File: src/rtl/encryption_arbiter.sv
// Tag FIFO: in-order record of which requester issued each block in flight.
// Latency: push visible at head one cycle after the write; head is read combinationally.
// Backpressure: writes are ignored when full and reads are ignored when empty.
module fifo #(
  parameter int DEPTH = 8,
  parameter int W     = 1
) (
  input  logic                       clk,
  input  logic                       rst,
  input  logic                       wr_vld,
  input  logic [W-1:0]               wr_dat,
  input  logic                       rd_rdy,
  output logic                       rd_vld,
  output logic [W-1:0]               rd_dat,
  output logic [$clog2(DEPTH):0]     count
);
  localparam int AW = $clog2(DEPTH);
  localparam int CW = AW + 1;
  localparam logic [CW-1:0] FULL_C = CW'(DEPTH);

  logic [W-1:0]  mem [DEPTH];
  logic [AW-1:0] wr_ptr;
  logic [AW-1:0] rd_ptr;
  logic          wr_ok;
  logic          rd_ok;

  assign wr_ok  = wr_vld && (count != FULL_C);
  assign rd_ok  = rd_rdy && (count != '0);
  assign rd_vld = (count != '0);
  assign rd_dat = mem[rd_ptr];

  // Storage array; contents need no reset because count gates visibility.
  always_ff @(posedge clk) begin
    if (wr_ok) mem[wr_ptr] <= wr_dat;
  end

  // Pointers wrap naturally modulo DEPTH; count tracks occupancy.
  always_ff @(posedge clk) begin
    if (rst) begin
      wr_ptr <= '0;
      rd_ptr <= '0;
      count  <= '0;
    end else begin
      if (wr_ok) wr_ptr <= wr_ptr + 1'b1;
      if (rd_ok) rd_ptr <= rd_ptr + 1'b1;
      case ({wr_ok, rd_ok})
        2'b10:   count <= count + 1'b1;
        2'b01:   count <= count - 1'b1;
        default: count <= count;
      endcase
    end
  end
endmodule

// Round-robin share of one encryption core between two requesters, results routed back by tag.
// Latency: grant to core_s_tvalid is 1 cycle; core result to m*_axis_tvalid is combinational.
// Backpressure: grants stop when the holding register is busy or TAG_DEPTH blocks are in flight; returns are in-order head-of-line.
module encryption_arbiter #(
  parameter int TAG_DEPTH = 8,
  parameter int DATA_W    = 64
) (
  input  logic                       clk,
  input  logic                       rst,
  output logic [$clog2(TAG_DEPTH):0] inflight,
  output logic                       err_orphan,
  input  logic [DATA_W-1:0]          s0_axis_tdata,
  input  logic                       s0_axis_tvalid,
  output logic                       s0_axis_tready,
  input  logic [DATA_W-1:0]          s1_axis_tdata,
  input  logic                       s1_axis_tvalid,
  output logic                       s1_axis_tready,
  output logic [DATA_W-1:0]          m0_axis_tdata,
  output logic                       m0_axis_tvalid,
  input  logic                       m0_axis_tready,
  output logic [DATA_W-1:0]          m1_axis_tdata,
  output logic                       m1_axis_tvalid,
  input  logic                       m1_axis_tready,
  output logic [DATA_W-1:0]          core_s_tdata,
  output logic                       core_s_tvalid,
  input  logic                       core_s_tready,
  input  logic [DATA_W-1:0]          core_m_tdata,
  input  logic                       core_m_tvalid,
  output logic                       core_m_tready
);
  localparam int CW = $clog2(TAG_DEPTH) + 1;
  localparam logic [CW-1:0] DEPTH_C = CW'(TAG_DEPTH);

  logic              hold_vld;
  logic [DATA_W-1:0] hold_dat;
  logic              last;
  logic              grant;
  logic              free;
  logic              can_issue;
  logic              s_hs;
  logic              core_s_hs;
  logic              tag_vld;
  logic              head_tag;
  logic              ret_rdy;
  logic              ret_hs;

  assign core_s_tdata  = hold_dat;
  assign core_s_tvalid = hold_vld;
  assign core_s_hs     = hold_vld && core_s_tready;
  assign free          = !hold_vld || core_s_hs;
  assign can_issue     = free && (inflight < DEPTH_C);

  // Grant choice: the lone valid requester wins, otherwise whoever did not win last.
  always_comb begin
    grant = ~last;
    if (s0_axis_tvalid && !s1_axis_tvalid) grant = 1'b0;
    else if (s1_axis_tvalid && !s0_axis_tvalid) grant = 1'b1;
  end

  assign s0_axis_tready = can_issue && !grant;
  assign s1_axis_tready = can_issue && grant;
  assign s_hs = (s0_axis_tvalid && s0_axis_tready) || (s1_axis_tvalid && s1_axis_tready);

  // Return path steered by the oldest outstanding tag; results with no tag are swallowed.
  assign ret_rdy        = head_tag ? m1_axis_tready : m0_axis_tready;
  assign m0_axis_tvalid = core_m_tvalid && tag_vld && !head_tag;
  assign m1_axis_tvalid = core_m_tvalid && tag_vld && head_tag;
  assign m0_axis_tdata  = core_m_tdata;
  assign m1_axis_tdata  = core_m_tdata;
  assign core_m_tready  = tag_vld ? ret_rdy : 1'b1;
  assign ret_hs         = core_m_tvalid && tag_vld && ret_rdy;

  // Occupancy of the tag FIFO is exactly the number of blocks in flight.
  fifo #(.DEPTH(TAG_DEPTH), .W(1)) u_tag_fifo (
    .clk    (clk),
    .rst    (rst),
    .wr_vld (s_hs),
    .wr_dat (grant),
    .rd_rdy (ret_hs),
    .rd_vld (tag_vld),
    .rd_dat (head_tag),
    .count  (inflight)
  );

  // Holding register, round-robin pointer and sticky orphan flag.
  always_ff @(posedge clk) begin
    if (rst) begin
      hold_vld   <= 1'b0;
      hold_dat   <= '0;
      last       <= 1'b1;
      err_orphan <= 1'b0;
    end else begin
      if (s_hs) begin
        hold_vld <= 1'b1;
        hold_dat <= grant ? s1_axis_tdata : s0_axis_tdata;
        last     <= grant;
      end else if (core_s_hs) begin
        hold_vld <= 1'b0;
      end
      if (core_m_tvalid && !tag_vld) err_orphan <= 1'b1;
    end
  end
endmodule

File: config.mk
export PLATFORM = sky130hd
export DESIGN_NAME = encryption_arbiter
export DESIGN_NICKNAME = d
export VERILOG_FILES = /design/src/rtl/encryption_arbiter.sv
export SDC_FILE = /design/constraint.sdc
export NUM_CORES = 1
export LEC_CHECK = 0
export CORE_AREA = 2 2 156 158
export CTS_CLUSTER_SIZE = 28
export DETAILED_ROUTE_END_ITERATION = 7
export DIE_AREA = 0 0 158 160
export HOLD_SLACK_MARGIN = 0.1
export PLACE_DENSITY = 0.57
export SLEW_MARGIN = 30
export SYNTH_ARGS = -nofsm -noshare
export SYNTH_HDL_FRONTEND = slang
export SYNTH_HIERARCHICAL = 1
export SYNTH_SLANG_ARGS = --single-unit
File: constraint.sdc
create_clock -name clk -period 2.85 [get_ports clk]
set_input_delay 0.57 -clock clk [delete_from_list [all_inputs] [get_ports clk]]
set_output_delay 0.57 -clock clk [all_outputs]
set_load 0.05 [all_outputs]
======== Word level (Yosys, flattened, before mapping) ========
Memory sizes are Yosys's and may differ from the RTL's. A register that Yosys moved wholly into a read port is not among the register bits.
Cells that the tools add are included.
word-level totals
  logic and storage cells ................. 55
  memory bits (writable) .................. 8
  memories ................................ 1
  output and inout port bits .............. 203
  flip-flop bits (word level) ............. 77
operators by class
  reduce and logical (&&, ||, !) cells .... 26
  equal/unequal tests ..................... 3
  mux-type cells .......................... 12
  $add $sub $neg .......................... 4
  bitwise logic cells ..................... 1
  $lt $le $gt $ge ......................... 1
memory list
  memory          depth  bits a word  rd ports  clocked after memory_dff  write ports  line  text
  u_tag_fifo.mem  8      1            1         1                         1            21    logic [W-1:0] mem [DEPTH];
operator list
  operator                                                             number
  64-bit two-way mux                                                   1
  1-bit logical AND                                                    15
  1-bit two-way mux                                                    8
  4-bit case mux with 2 select lines                                   1
  3-bit by 1-bit adder with 3-bit output (second input constant)       2
  1-bit logical NOT                                                    6
  3-bit two-way mux                                                    2
  4-bit by 1-bit adder with 4-bit output (second input constant)       1
  4-bit less-than comparator (second input constant)                   1
  4-bit inequality test (second input constant)                        1
  2-bit nonzero test                                                   2
  4-bit nonzero test                                                   1
  4-bit by 1-bit subtractor with 4-bit output (second input constant)  1
  2-bit by 1-bit == test with 1-bit output (second input constant)     1
  2-bit == test (second input constant)                                1
  1-bit logical OR                                                     2
  1-bit inverter                                                       1

======== Logic depth before layout (Yosys ltp) ========
Gate-level depths: netlist of the first run.
  depth in word-level cells ............... 11
  mapped depth ............................ 13
  mapped depth without buffers ............ 13

======== By module ========
The synthesis of the first run kept the hierarchy.
by module, submodules not included
  module              area each (um^2)  cells an instance  times used
  encryption_arbiter  4151.5            511                1
  fifo                975.9             87                 1

======== Worst setup path after synthesis of the first run ========
Ideal clock, no wire load.
  path type ............................... flip-flop to flip-flop
  start point ............................. register with a tool-made name
  end point ............................... register u_tag_fifo.count[3]
  setup slack ............................. -0.032 ns
  arrival time ............................ 2.762 ns
  data required time ...................... 2.729 ns
  setup time .............................. 0.121 ns
  stages on the path, launching flop included .. 13
  period minus slack after synthesis ...... 2.882 ns
  buffers on the path ..................... 1
  path through ............................ dfxtp_1 mux4_2 mux2_2 mux2i_1 nor2_1 nand2_1 inv_1 ha_1 clkbuf_1 nor4b_1 o21ai_0 o31ai_1 mux2_2
RTL lines
  element                 line  text
  end signal: assignment  47    2'b10: count <= count + 1'b1;
  end signal: assignment  48    2'b01: count <= count - 1'b1;
  end signal: assignment  49    default: count <= count;
  end: declaration        15    output logic [$clog2(DEPTH):0] count

==> impl_metrics.env, run 1 <==
export IMPL_outcome="completed"
export IMPL_grt_max_degree=74
export IMPL_rr_endpoint="u_tag_fifo/count[2]"
export IMPL_tightest_slew_ps=623
export IMPL_clock_latency_ps=340
export IMPL_core_um2=23800
export IMPL_powerDensity_nw_per_um2=659
export IMPL_setup_viol=0
export IMPL_async_flop_share_pct=0
export IMPL_peakVddDrop_mv=0.326
export IMPL_drt_wl_total_um=16700
export IMPL_io_buffer_count=210
export IMPL_antennaDiodeCount=0
export IMPL_finalClockSkew_ps=11.9
export IMPL_vias=4193
export IMPL_synth_area_um2=5130
export IMPL_cts_sinks=88
export IMPL_ant_nets=0
export IMPL_crit_type="reg2reg"
export IMPL_crit_fanout=3
export IMPL_hold_buffers=0
export IMPL_r2r_setup_slack_ps=70
export IMPL_max_slew_margin_rel_pct=58.3
export IMPL_die_area_um2=25300
export IMPL_synth_area_leaders="dfxtp_1, buf_4, a311oi_2"
export IMPL_p_leak_nw=2.65
export IMPL_cts_buffers_inserted=9
export IMPL_hp_class="reg2reg"
export IMPL_synth_top_cells_by_count="buf_4, nand2_1, nor2_1"
export IMPL_min_period_ps=2780
export IMPL_cap_viol_max_count=0
export IMPL_ys_seq_area_share_pct=35.9
export IMPL_reg2reg_depth=13
export IMPL_cts_tree="built"
export IMPL_io_pin_count=403
export IMPL_post_synth_top_area_fraction_pct=31.2
export IMPL_routabilityCongestion=0.731
export IMPL_core_rowCount=57
export IMPL_synth_nets=803
export IMPL_max_freq_mhz=360
export IMPL_cp_end_kind="flop"
export IMPL_cts_root_buffer="clkbuf_16"
export IMPL_layout_cells_non_filler=1004
export IMPL_clockBufferDepth=2
export IMPL_synth_main_ff_cell="dfxtp_1"
export IMPL_antenna_found_initial=0
export IMPL_drc=0
export IMPL_fin_crit_sh_pct=97.4
export IMPL_post_synth_cell_area_avg_um2=8.57
export IMPL_first_pass_iters=4
export IMPL_yosys_warnings=6
export IMPL_crit_chain="mux4_2, mux2_4, mux2i_4, nor2_2, nand2_2, inv_2, ha_4, xor2_1, ha_2, a21oi_2, xor2_1, or3_1, a21oi_2"
export IMPL_hold_violations=0
export IMPL_clkSlewWorstSetupHoldPaths_ps=80
export IMPL_synth_edf_count=8
export IMPL_yosys_register_bits=88
export IMPL_min_from="err_orphan"
export IMPL_synth_cell_types=39
export IMPL_finalPower_mw=4.67
export IMPL_area_growth_pct=38.3
export IMPL_place_inst=984
export IMPL_die_width_um=158
export IMPL_wire_per_inst_um=16.6
export IMPL_yosysMostFrequentCell="buf_4"
export IMPL_hold_path_end="err_orphan"
export IMPL_start_util_pct=21.5
export IMPL_die_y_um=160
export IMPL_critical_path_top_delay_family="multiplexers"
export IMPL_rsz0062_at_grt="yes"
export IMPL_dpl_instance_area_um2=6670
export IMPL_dpl_hpwl_um=12600
export IMPL_drive_above_1_share_pct=15.6
export IMPL_cpPeakStageDelay_ps=500
export IMPL_crit_buf_inv=1
export IMPL_drt_iter0_drc=188
export IMPL_hold_path_depth=2
export IMPL_syn_inst=598
export IMPL_crit_slowest_cell="mux4_2"
export IMPL_whs_ps=483
export IMPL_via_per_inst=4.18
export IMPL_yosys_area_top_type="dfxtp_1"
export IMPL_grt_usage_pct=12.7
export IMPL_nets=880
export IMPL_overflow=0
export IMPL_stdcell_area_um2=7090
export IMPL_grt_pass1_vias=4135
export IMPL_grt_pass1_wl_um=24500
export IMPL_cp_required_ps=3140
export IMPL_fillers=2550
export IMPL_crit_arrival_ps=3060
export IMPL_drv_slew=0
export IMPL_htree_levels=3
export IMPL_startpoint_type="flop"
## worst max path at each step
| stage | depth (start not counted) | to |
|---|---|---|
| 5_1_grt | 13 | u_tag_fifo/count[2] |
| 4_1_cts | 12 | u_tag_fifo/count[3] |
| 3_3_place_gp | 10 | u_tag_fifo/count[3] |
| 3_5_place_dp | 10 | u_tag_fifo/count[3] |
| 6_report | 13 | u_tag_fifo/count[2] |
| 2_1_floorplan | 12 | u_tag_fifo/count[3] |
## area by class of cell
class | instances | area (um^2) | share of cell area (%)
inverter | 6 | 22.5 | 0.318
multi-input combinational | 338 | 2180 | 30.7
tap | 324 | 405 | 5.72
sequential | 88 | 1840 | 26.0
clock buffer | 9 | 225 | 3.18
timing repair buffer | 232 | 2310 | 32.6
clock inverter | 7 | 101 | 1.43
## repair_timing
item / in CTS / in global routing
gates cloned: 0 / 0
endpoints found under the setup margin: 2 / 2
pin swaps: 2 / 4
setup buffers: 2 / 2
resized for setup: 2 / 13
## where the power goes
group	switching [mW]	internal [mW]	total [mW]
registers	0.0950	1.41	1.50
clock network	0.547	0.780	1.33
logic	1.10	0.744	1.84
total	1.74	2.93	4.67
## kinds of logic (layout without fill, tap and decap cells)
family	count (synthesis)	in the layout	synth area share [%]
DFF	88	88	35.9
muxes	7	7	1.90
adders and majority gates	5	5	1.22
xor gates and xnor gates	7	7	1.20
AOI/OAI and AO/OA	81	81	18.1
and+or+nand+nor	238	238	18.6
buffers and inverters	172	254	23.1
## sequential cells by signal (all words and copies together), names as in the netlist, named ones only
signal,flops
u_tag_fifo/wr_ptr,3
core_s_tdata,64
core_s_tvalid,1
u_tag_fifo/rd_ptr,3
u_tag_fifo/count,4
last,1
u_tag_fifo/mem,8
err_orphan,1
## layer usage
| layer | wire length (um) | up-vias | GRT usage, % |
|---|---|---|---|
| li1 | - | 2043 | - |
| met1 | 5970 | 1912 | 12.7 |
| met2 | 8510 | 190 | 22.7 |
| met3 | 1710 | 48 | 5.67 |
| met4 | 524 | 0 | 5.08 |
| met5 | 0 | - | 0 |
## cell usage in the layout, fill, tap and decap left out, types with 2 or more instances in the layout
cell type,instances
a21oi_1,5
a21oi_2,2
a311oi_1,24
a311oi_2,40
and3_1,2
buf_12,5
buf_4,23
bufinv_16,2
clkbuf_16,9
clkdlybuf4s50_1,204
dfxtp_1,79
edfxtp_1,8
ha_1,2
ha_4,2
inv_1,4
inv_2,2
inv_6,2
mux2i_1,2
mux4_2,2
nand2_1,133
nand2b_1,3
nand3_1,2
nor2_1,83
nor2b_1,2
nor3_1,4
o21ai_0,2
xor2_1,6
## worst min-delay path: cells and delay by family, from the launching register on
kind	cells	cell delay [ps]
compound gates	1	40
flops	1	330
simple gates	1	70
## through the flow
step           util, %  TNS (ps)  setup slack, ps
2_1_floorplan        -         0             14.6
5_1_grt           29.8     -49.1            -49.1
6_report          29.8         0             73.1
3_5_place_dp      28.0     -65.9            -43.1
4_1_cts           29.4         0             1.77
3_3_place_gp      28.0     -11.9            -11.9
Note: power is estimated with default switching activity, not from simulation.
==> run 2, diff against run 1 <==
- CTS_CLUSTER_SIZE: 28 -> default
==> results of run 2 <==
No change in the layout: final DEF, timing and power equal those of run 1.
